==> config.mk <==
export PLATFORM = sky130hd
export DESIGN_NAME = atd_tx_block
export DESIGN_NICKNAME = d
export VERILOG_FILES = /design/src/rtl/atd_tx_block.sv
export SDC_FILE = /design/constraint.sdc
export NUM_CORES = 1
export LEC_CHECK = 0
export BUFFER_PORTS_ARGS = -buffer_cell sky130_fd_sc_hd__buf_2
export CORE_UTILIZATION = 31
export DETAILED_ROUTE_END_ITERATION = 8
export GPL_ROUTABILITY_DRIVEN = 0
export MAX_ROUTING_LAYER = met4
export SYNTH_ARGS = -nofsm -noshare
export SYNTH_HDL_FRONTEND = slang
export SYNTH_SLANG_ARGS = --single-unit
==> constraint.sdc <==
create_clock -name clk -period 2.18 [get_ports clk]
set_clock_uncertainty 0.05 [all_clocks]
set_input_delay 0.327 -clock clk [delete_from_list [all_inputs] [get_ports clk]]
set_output_delay 0.327 -clock clk [all_outputs]
set_load 0.005 [all_outputs]
==> src/rtl/atd_tx_block.sv <==
// ---------------------------------------------------------------------------
// atd_tx_block
//
// Transmit-side serializer for the ATD serial link. A 128-bit word accepted
// over a valid/ready handshake is shifted out MSB-first on ATD_data, together
// with a self-generated ATD_clk. Every phase of ATD_clk is CLK_DIV system
// clocks long, so the receiver's two-flop synchronizers see wide, clean
// phases. Each frame is followed by GAP_CYCLES idle cycles before tx_done.
//
// Parameters
//   CLK_DIV     system clocks per ATD_clk phase (low or high), 3..255
//   GAP_CYCLES  idle system clocks after each frame, 1..1023
//
// Ports
//   clk       in   system clock, rising edge
//   n_rst     in   asynchronous active-low reset
//   tx_data   in   [127:0] word to send, sampled only on accept
//   tx_valid  in   upstream has a word
//   tx_ready  out  block can accept (high only while idle)
//   tx_done   out  one-cycle pulse when a frame and its gap complete
//   ATD_data  out  serial data, registered
//   ATD_clk   out  serial clock, registered
//
// Build option
//   ATD_TX_PARITY_EN  when defined, one odd-parity bit (~^tx_data, captured
//                     at accept) follows bit 0, giving a 129-bit frame.
//                     When undefined no parity logic exists.
// ---------------------------------------------------------------------------
module atd_tx_block #(
    parameter int CLK_DIV    = 4,
    parameter int GAP_CYCLES = 16
) (
    input  logic         clk,
    input  logic         n_rst,
    input  logic [127:0] tx_data,
    input  logic         tx_valid,
    output logic         tx_ready,
    output logic         tx_done,
    output logic         ATD_data,
    output logic         ATD_clk
);

    localparam logic [7:0] DIV_LAST = 8'(CLK_DIV - 1);
    localparam logic [9:0] GAP_LAST = 10'(GAP_CYCLES - 1);

`ifdef ATD_TX_PARITY_EN
    // 129 bits on the wire: bit counter runs 0..128.
    localparam logic [7:0] BIT_LAST = 8'd128;
`else
    localparam logic [7:0] BIT_LAST = 8'd127;
`endif

    typedef enum logic [1:0] {
        IDLE = 2'd0,
        LOW  = 2'd1,
        HIGH = 2'd2,
        GAP  = 2'd3
    } state_t;

    state_t       state;
    // Holds the bits still waiting to go on the wire, next bit at [127].
    // The bit currently on the line lives only in the ATD_data register.
    logic [127:0] shreg;
    logic [7:0]   bit_cnt;
    logic [7:0]   div_cnt;
    logic [9:0]   gap_cnt;
    logic         tail_bit;   // bit loaded behind tx_data[0] at accept

`ifdef ATD_TX_PARITY_EN
    // Odd parity over the data word: total ones in the frame is odd.
    assign tail_bit = ~^tx_data;
`else
    assign tail_bit = 1'b0;
`endif

    // Single registered FSM. All outputs are flops updated on the same edge
    // as the state, so nothing combinational reaches an output pin.
    always_ff @(posedge clk or negedge n_rst) begin
        if (!n_rst) begin
            state    <= IDLE;
            shreg    <= '0;
            bit_cnt  <= '0;
            div_cnt  <= '0;
            gap_cnt  <= '0;
            tx_ready <= 1'b0;
            tx_done  <= 1'b0;
            ATD_data <= 1'b0;
            ATD_clk  <= 1'b0;
        end else begin
            tx_done <= 1'b0;
            unique case (state)
                IDLE: begin
                    ATD_clk  <= 1'b0;
                    ATD_data <= 1'b0;
                    if (tx_valid && tx_ready) begin
                        // First bit goes on the line right away; the rest
                        // (plus parity, if built) queue up in shreg.
                        shreg    <= {tx_data[126:0], tail_bit};
                        ATD_data <= tx_data[127];
                        bit_cnt  <= '0;
                        div_cnt  <= '0;
                        tx_ready <= 1'b0;
                        state    <= LOW;
                    end else begin
                        // Also raises ready on the first edge after reset.
                        tx_ready <= 1'b1;
                    end
                end

                LOW: begin
                    if (div_cnt == DIV_LAST) begin
                        div_cnt <= '0;
                        ATD_clk <= 1'b1;
                        state   <= HIGH;
                    end else begin
                        div_cnt <= div_cnt + 8'd1;
                    end
                end

                HIGH: begin
                    if (div_cnt == DIV_LAST) begin
                        div_cnt <= '0;
                        ATD_clk <= 1'b0;
                        if (bit_cnt == BIT_LAST) begin
                            ATD_data <= 1'b0;
                            gap_cnt  <= '0;
                            state    <= GAP;
                        end else begin
                            // Data only moves together with the falling
                            // ATD_clk, never while it is high.
                            bit_cnt  <= bit_cnt + 8'd1;
                            ATD_data <= shreg[127];
                            shreg    <= {shreg[126:0], 1'b0};
                            state    <= LOW;
                        end
                    end else begin
                        div_cnt <= div_cnt + 8'd1;
                    end
                end

                GAP: begin
                    if (gap_cnt == GAP_LAST) begin
                        // Ready and done rise together so a held tx_valid
                        // is accepted on the very next edge.
                        tx_ready <= 1'b1;
                        tx_done  <= 1'b1;
                        state    <= IDLE;
                    end else begin
                        gap_cnt <= gap_cnt + 10'd1;
                    end
                end

                default: state <= IDLE;
            endcase
        end
    end

endmodule

==> impl_summary.txt, run 1 <==
----------------------------------------------------
[Run status]
  Outcome ... complete, no violations

[Detailed routing]
  Total Routed Length ... 19,400 um
  DR iter-0 viols ... 514
  Pre-Repair DR Iteration Count ... 5
  DRC viols ... 0
  Count of antenna-violating nets left after detailed routing ... 0
  Total number of vias ... 6,273
  Routed vias/inst ... 5.08
  Routed wirelength normalized by instance count ... 15.7 um

[Critical path]
  Critical Path End Type ... flip-flop
  Critical path class ... reg -> reg
  CP Data Required Time ... 2440 ps
  Critical Path Start Type ... flip-flop
  Endpoint arrival time on the critical path ... 2330 ps
  Maximum fanout along the worst path ... 12

[STA]
  Slew margin rel. ... 64.0%
  Count of final setup violators ... 0
  Max Freq ... 0.484 GHz
  Min Clock Period, post-route ... 2070 ps
  Max-slew violation count ... 0
  Transition time at the pin with the least slew margin ... 541 ps
  Final period utilization ... 94.8%
  Total Negative Setup Slacks ... 0 ps
  Final-report hold violation count ... 0

[Synthesis]
  Synth warn ... 0
  Portion of netlist area occupied by mux cells ... 16.1%
  Post-synthesis compound-gate area fraction ... 22.6%
  Share of synthesized cell area in full adder, half adder and majority cells ... 1.27%
  Number of nets in the synthesized netlist ... 902
  Synthesized cell area ... 7890 um2
  Synth Register Bits ... 159
  Top FF cell, synth ... dfrtp_1
  Sequential fraction of the synthesis area ... 50.5%
  Instance count of the mapped netlist ... 763
  Avg Synthesized Cell Area ... 10.3 um2
  Xor and xnor fraction of the mapped netlist area ... 0.555%
  Async set or reset register ratio after synthesis ... 100%
  Area share of and/or/nand/nor cells after synthesis ... 5.31%
  Number of enable-type register cells in the synthesized netlist ... 0
  Main combinational cell family by area after synthesis ... compound AO/OA/AOI/OAI gates
  Count of cell types in the netlist ... 53

[Clocking]
  Worst-Skew Late Latency ... 430 ps
  Clock tree sinks ... 159
  Number of CTS-inserted buffers ... 17
  Clk slew on worst S/H paths ... 70 ps
  Bufs on Longest Clock Path ... 2
  H-tree depth ... 4
  Clock tree from TritonCTS ... done
  Buffer type at the clock tree root ... clkbuf_16

[Cells and area]
  Most common cell after layout, fill and taps aside ... o21ai_0
  Net count of the finished layout ... 1,029
  Final Cell Area ... 9810 um2
  P&R area growth vs syn ... 24.4%
  Most frequent cells in the layout ... o21ai_0 (260), dfrtp_1 (159), buf_2 (133), mux2i_1 (127), buf_4 (27)
  Layout cell share with drive strength beyond 1 ... 24.3%

[Global route]
  Global-route wire length before repair ... 32,800 um
  Antenna violations before repair ... 2
  Vias in the first global route ... 6,326
  Largest net degree at the start of global routing ... 136
  Remaining global-route overflow ... 0
  Overall global routing resource usage ... 16.0%

[Power]
  Leak ... 4.20 nW
  Portion of total power attributed to sequential cells ... 46.6%
  Peak ir drop on the vdd network ... 518 uV
  Net load switching power ... 0.00148 W
  Fraction of power consumed by the clock network ... 49.3%
  Switching fraction of total power ... 23.4%
  Power share of the combinational group ... 4.0%
  Design internal power ... 0.00484 W
  PD cells ... 644 nW/um2

[Floorplan]
  Width of the die ... 162 um
  Row cnt ... 58
  Top Ports ... 135
  Core Region ... 25,000 um2
  Vertical die dimension ... 162 um
  Die area ... 26,100 um2
  Starting utilization of the core area ... 31.5%

[Placement]
  Quantity of I/O buffers inserted on ports ... 134
  Area post-placement ... 9130 um2
  HPWL after DPL ... 12,100 um

[Flow run]
  Reported max-cap violation count ... 0

[Hold path]
  Type of the most critical hold path ... in -> reg

----------------------------------------------------
worst max-delay path, stage by stage (launching register included):
cell and delay [ps]:
dfrtp_1 370, inv_1 140, ha_4 230, and4_2 280
nand4_1 120, buf_4 210, and2_1 220, a211o_1 310
cell families after synthesis:
kind of cell,Yosys count
AOI/OAI and AO/OA,318
xor gates and xnor gates,5
adders and majority gates,8
buffers and inverters,74
DFF,159
muxes,127
and+or+nand+nor,72
Yosys cell counts (all sizes together) (4+ instances only):
master | instances | area, um2
buf | 4 | 26.3
a21oi | 6 | 33.8
nand2 | 8 | 30.0
or4 | 4 | 37.5
nand3 | 12 | 60.1
inv | 10 | 37.5
dfrtp | 159 | 3980
clkbuf | 60 | 225
mux2i | 127 | 1270
nand4 | 5 | 31.3
xor2 | 5 | 43.8
o211ai | 9 | 67.6
o31ai | 7 | 52.6
a22o | 6 | 53.8
and2 | 4 | 26.3
and3 | 7 | 43.8
o21ai | 260 | 1300
nor2 | 16 | 60.1
ha | 8 | 100
state kept, by name (all words and copies together) (netlist names):
signal    flops
gap_cnt      10
tx_done       1
shreg       127
bit_cnt       8
div_cnt       8
tx_ready      1
state         2
ATD_clk       1
ATD_data      1
repair_timing:
action / in CTS / in global routing
hold buffers: 1 / 0
endpoints found under the hold margin: 38 / 0
buffers inserted: 0 / 4
endpoints found under the setup margin: 0 / 99
resized for setup: 0 / 6
layout make-up:
class                           count  area (um2)
Antenna cell                        2        5.00
Tap cell                          330         413
Multi-Input combinational cell    530        3680
Fill cell                        2476       15200
Clock inverter                     14         173
Timing Repair Buffer              172        1090
Inverter                           10        37.5
Sequential cell                   159        3980
Clock buffer                       18         439
worst paths after layout:
kind / start / endpoint / slack (ps) / depth (start not counted)
max: state[0] / gap_cnt[4] / 110 / 7
max reg2reg: state[0] / gap_cnt[4] / 110 / 7
min: tx_data[68] / shreg[69] / 120 / 3
max in group asynchronous: n_rst / gap_cnt[1] / 1090 / 3
min in group asynchronous: n_rst / shreg[125] / 340 / 2
min reg2reg: shreg[23] / shreg[23] / 460 / 2
layer usage:
metal | track usage [%] | vias to the layer above | wire (um)
met5 | - | - | 0
met4 | 4.89 | 0 | 274
met3 | 3.98 | 21 | 910
met2 | 24.4 | 126 | 9140
met1 | 20.8 | 3056 | 9060
li1 | - | 3070 | -
power by group through the flow:
stage	logic [W]	clock network, W	registers (W)
floorplan	0.0000561	0	0.00301
global placement	0.000260	0	0.00301
detailed placement	0.000261	0	0.00301
CTS	0.000264	0.00321	0.00295
global route	0.000290	0.00333	0.00295
finish	0.000254	0.00312	0.00295
through the flow:
stage | setup slack (ps) | cells | power (W) | util, % | hold slack, ps
after floorplan | 9.38 | 763 | 0.00306 | - | -18.6
after global placement | 69.5 | 1196 | 0.00327 | 36.5 | 233
after detailed placement | 33.5 | 1196 | 0.00327 | 36.5 | 235
after CTS | 24.0 | 1229 | 0.00642 | 38.9 | 112
after global routing | -7.45 | 1235 | 0.00657 | 39.2 | 119
final | 114 | 1235 | 0.00632 | 39.2 | 122
(Power assumes the default switching activity.)
==> run 2: changes to the inputs <==
--- a/config.mk
+++ b/config.mk
@@ -6,6 +6,7 @@
 export NUM_CORES = 1
 export LEC_CHECK = 0
 export BUFFER_PORTS_ARGS = -buffer_cell sky130_fd_sc_hd__buf_2
+export CORE_ASPECT_RATIO = 0.5
 export CORE_UTILIZATION = 31
 export DETAILED_ROUTE_END_ITERATION = 8
 export GPL_ROUTABILITY_DRIVEN = 0
==> run 2 against run 1 <==
Sequential cell count is the same. Largest cell class unchanged. Power shrank 2.5%. Worst hold slack gained 19 ps. Maximum frequency shrank 0.57%. Largest power group unchanged. Non-clock buffer count grew 6. Sequential share of layout area shrank 0.24 points. Core utilization grew 1.1 points. Global-route usage grew 0.41 points. Sequential power is essentially flat.
==> impl_summary.txt, run 2 (synthesized netlist as in run 1, its figures left out) <==
----------------------------------------------------
[Power]
  Total power draw ... 0.00616 W
  PD cells ... 625 nW/um2
  Peak ir drop on the vdd network ... 460 uV
  Leak ... 4.25 nW

[Detailed routing]
  Routed wirelength normalized by instance count ... 16.6 um
  Pre-Repair DR Iteration Count ... 5
  DRC viols ... 0
  Routed vias/inst ... 5.17
  Count of antenna-violating nets left after detailed routing ... 0
  Total Routed Length ... 20,700 um
  DR iter-0 viols ... 347
  Total number of vias ... 6,430

[Critical path]
  Critical path class ... reg -> reg
  Maximum fanout along the worst path ... 6
  Critical path cell sequence ... or4_4 -> or4_4 -> a211oi_2 -> mux2i_1
  Slowest stage delay, CP ... 530 ps
  Slowest stage cell on the critical path ... or4_4
  CP Data Required Time ... 2480 ps
  Crit path buf inv count ... 0
  Critical Path End Type ... flip-flop
  Cell occurring most often along the worst timing path ... or4_4
  Critical Path Start Type ... flip-flop
  Endpoint arrival time on the critical path ... 2380 ps
  Largest delay share family, worst path ... simple AND/OR/NAND/NOR gates

[Clocking]
  Number of CTS-inserted buffers ... 17
  Bufs on Longest Clock Path ... 2
  H-tree depth ... 4
  Clock tree from TritonCTS ... done
  Clk slew on worst S/H paths ... 60 ps
  Buffer type at the clock tree root ... clkbuf_16
  Clock tree sinks ... 159
  Worst-Skew Late Latency ... 420 ps

[Hold path]
  Type of the most critical hold path ... in -> reg

[STA]
  Worst Slack Setup Final ... 103 ps
  Transition time at the pin with the least slew margin ... 682 ps
  Final period utilization ... 95.3%
  Fin Hold WS ... 141 ps
  Max-slew violation count ... 0
  Min Clock Period, post-route ... 2080 ps
  Slew margin rel. ... 54.5%
  RSZ-0062 raised after global routing ... false
  Count of final setup violators ... 0
  Max Freq ... 0.481 GHz
  Final-report hold violation count ... 0

[Flow run]
  Reported max-cap violation count ... 0

[Global route]
  Antenna violations before repair ... 0
  Largest net degree at the start of global routing ... 90
  Remaining global-route overflow ... 0
  Vias in the first global route ... 6,354
  Overall global routing resource usage ... 16.4%
  Global-route wire length before repair ... 32,700 um

[Placement]
  Setup slack after placement ... -56.4 ps
  Quantity of I/O buffers inserted on ports ... 134
  Placed cell count ... 1,206
  Area post-placement ... 9110 um2
  HPWL after DPL ... 13,100 um

[Floorplan]
  Core Region ... 24,500 um2
  Starting utilization of the core area ... 32.2%
  Row cnt ... 40
  Width of the die ... 228 um
  Die area ... 26,100 um2
  Vertical die dimension ... 115 um
  Top Ports ... 135

[Cells and area]
  Filler instances ... 2,383
  P&R area growth vs syn ... 25.1%
  Count of antenna diodes in the layout ... 0
  Final Cell Area ... 9870 um2
  Layout cell share with drive strength beyond 1 ... 24.6%
  Flip-flop count of the largest register after layout ... 127
  Biggest registers after layout ... shreg: 127 flops, gap_cnt: 10 flops
  Most common cell after layout, fill and taps aside ... o21ai_0
  Largest reg by FF count ... shreg
  Most frequent cells in the layout ... o21ai_0 (259), dfrtp_1 (159), buf_2 (133), mux2i_1 (127), buf_4 (29)
  Cell Count, Final, Fillers Out ... 1,244
  Net count of the finished layout ... 1,037

[Run status]
  Outcome ... complete, no violations

----------------------------------------------------
-- run 2: layout make-up --
cell class	count	area, um2	area share [%]
Inverter	10	37.5	0.380
Timing Repair Buffer	178	1170	11.9
Tap cell	336	420	4.26
Clock inverter	5	81.3	0.824
Clock buffer	24	492	4.98
Multi-Input combinational cell	532	3690	37.4
Sequential cell	159	3980	40.3
-- run 2: repair_timing --
item | CTS | global route
pin swaps | 0 | 2
setup endpoints to repair | 90 | 104
hold buffers | 1 | 0
gates cloned | 0 | 6
buffers inserted | 0 | 2
hold endpoints to repair | 31 | 0
gates resized for setup | 2 | 18
-- run 2: path summary, 6_finish.rpt --
check,start,end,slack (ps),cells after the start
worst min-delay path,tx_data[94],shreg[95],140,3
min in group asynchronous,n_rst,shreg[84],330,2
worst min register to register,shreg[1],shreg[1],450,1
worst max register to register,gap_cnt[7],state[0],100,4
max in group asynchronous,n_rst,shreg[106],1090,3
worst max-delay path,gap_cnt[7],state[0],100,4
-- run 2: metrics by stage --
stage | util [%] | setup TNS, ps
3_3_place_gp | 37.2 | 0
6_report | 40.3 | 0
2_1_floorplan | - | 0
3_5_place_dp | 37.2 | -1080
5_1_grt | 40.3 | 0
4_1_cts | 39.7 | 0
-- run 2: worst reg2reg max path: stages, from the launching register on --
cell	delay [ps]
dfrtp_1	370
or4_4	530
or4_4	490
a211oi_2	340
mux2i_1	220
-- run 2: per-layer routing --
metal  share of wire (%)  global-route usage [%]  routed length (um)
met5                   0                       -                   0
met2                  49                    26.1               10000
met3                 2.8                    3.30                 569
met4                 1.9                    5.64                 401
met1                  47                    20.9                9650
-- run 2: report_power, final --
group / switching, W / leakage [nW] / total (W) / internal (W)
Clock: 0.00116 / 0.278 / 0.00296 / 0.00179
Sequential: 0 / 2.19 / 0.00295 / 0.00295
Combinational: 0.000127 / 1.78 / 0.000257 / 0.000131
Total: 0.00129 / 4.25 / 0.00616 / 0.00487
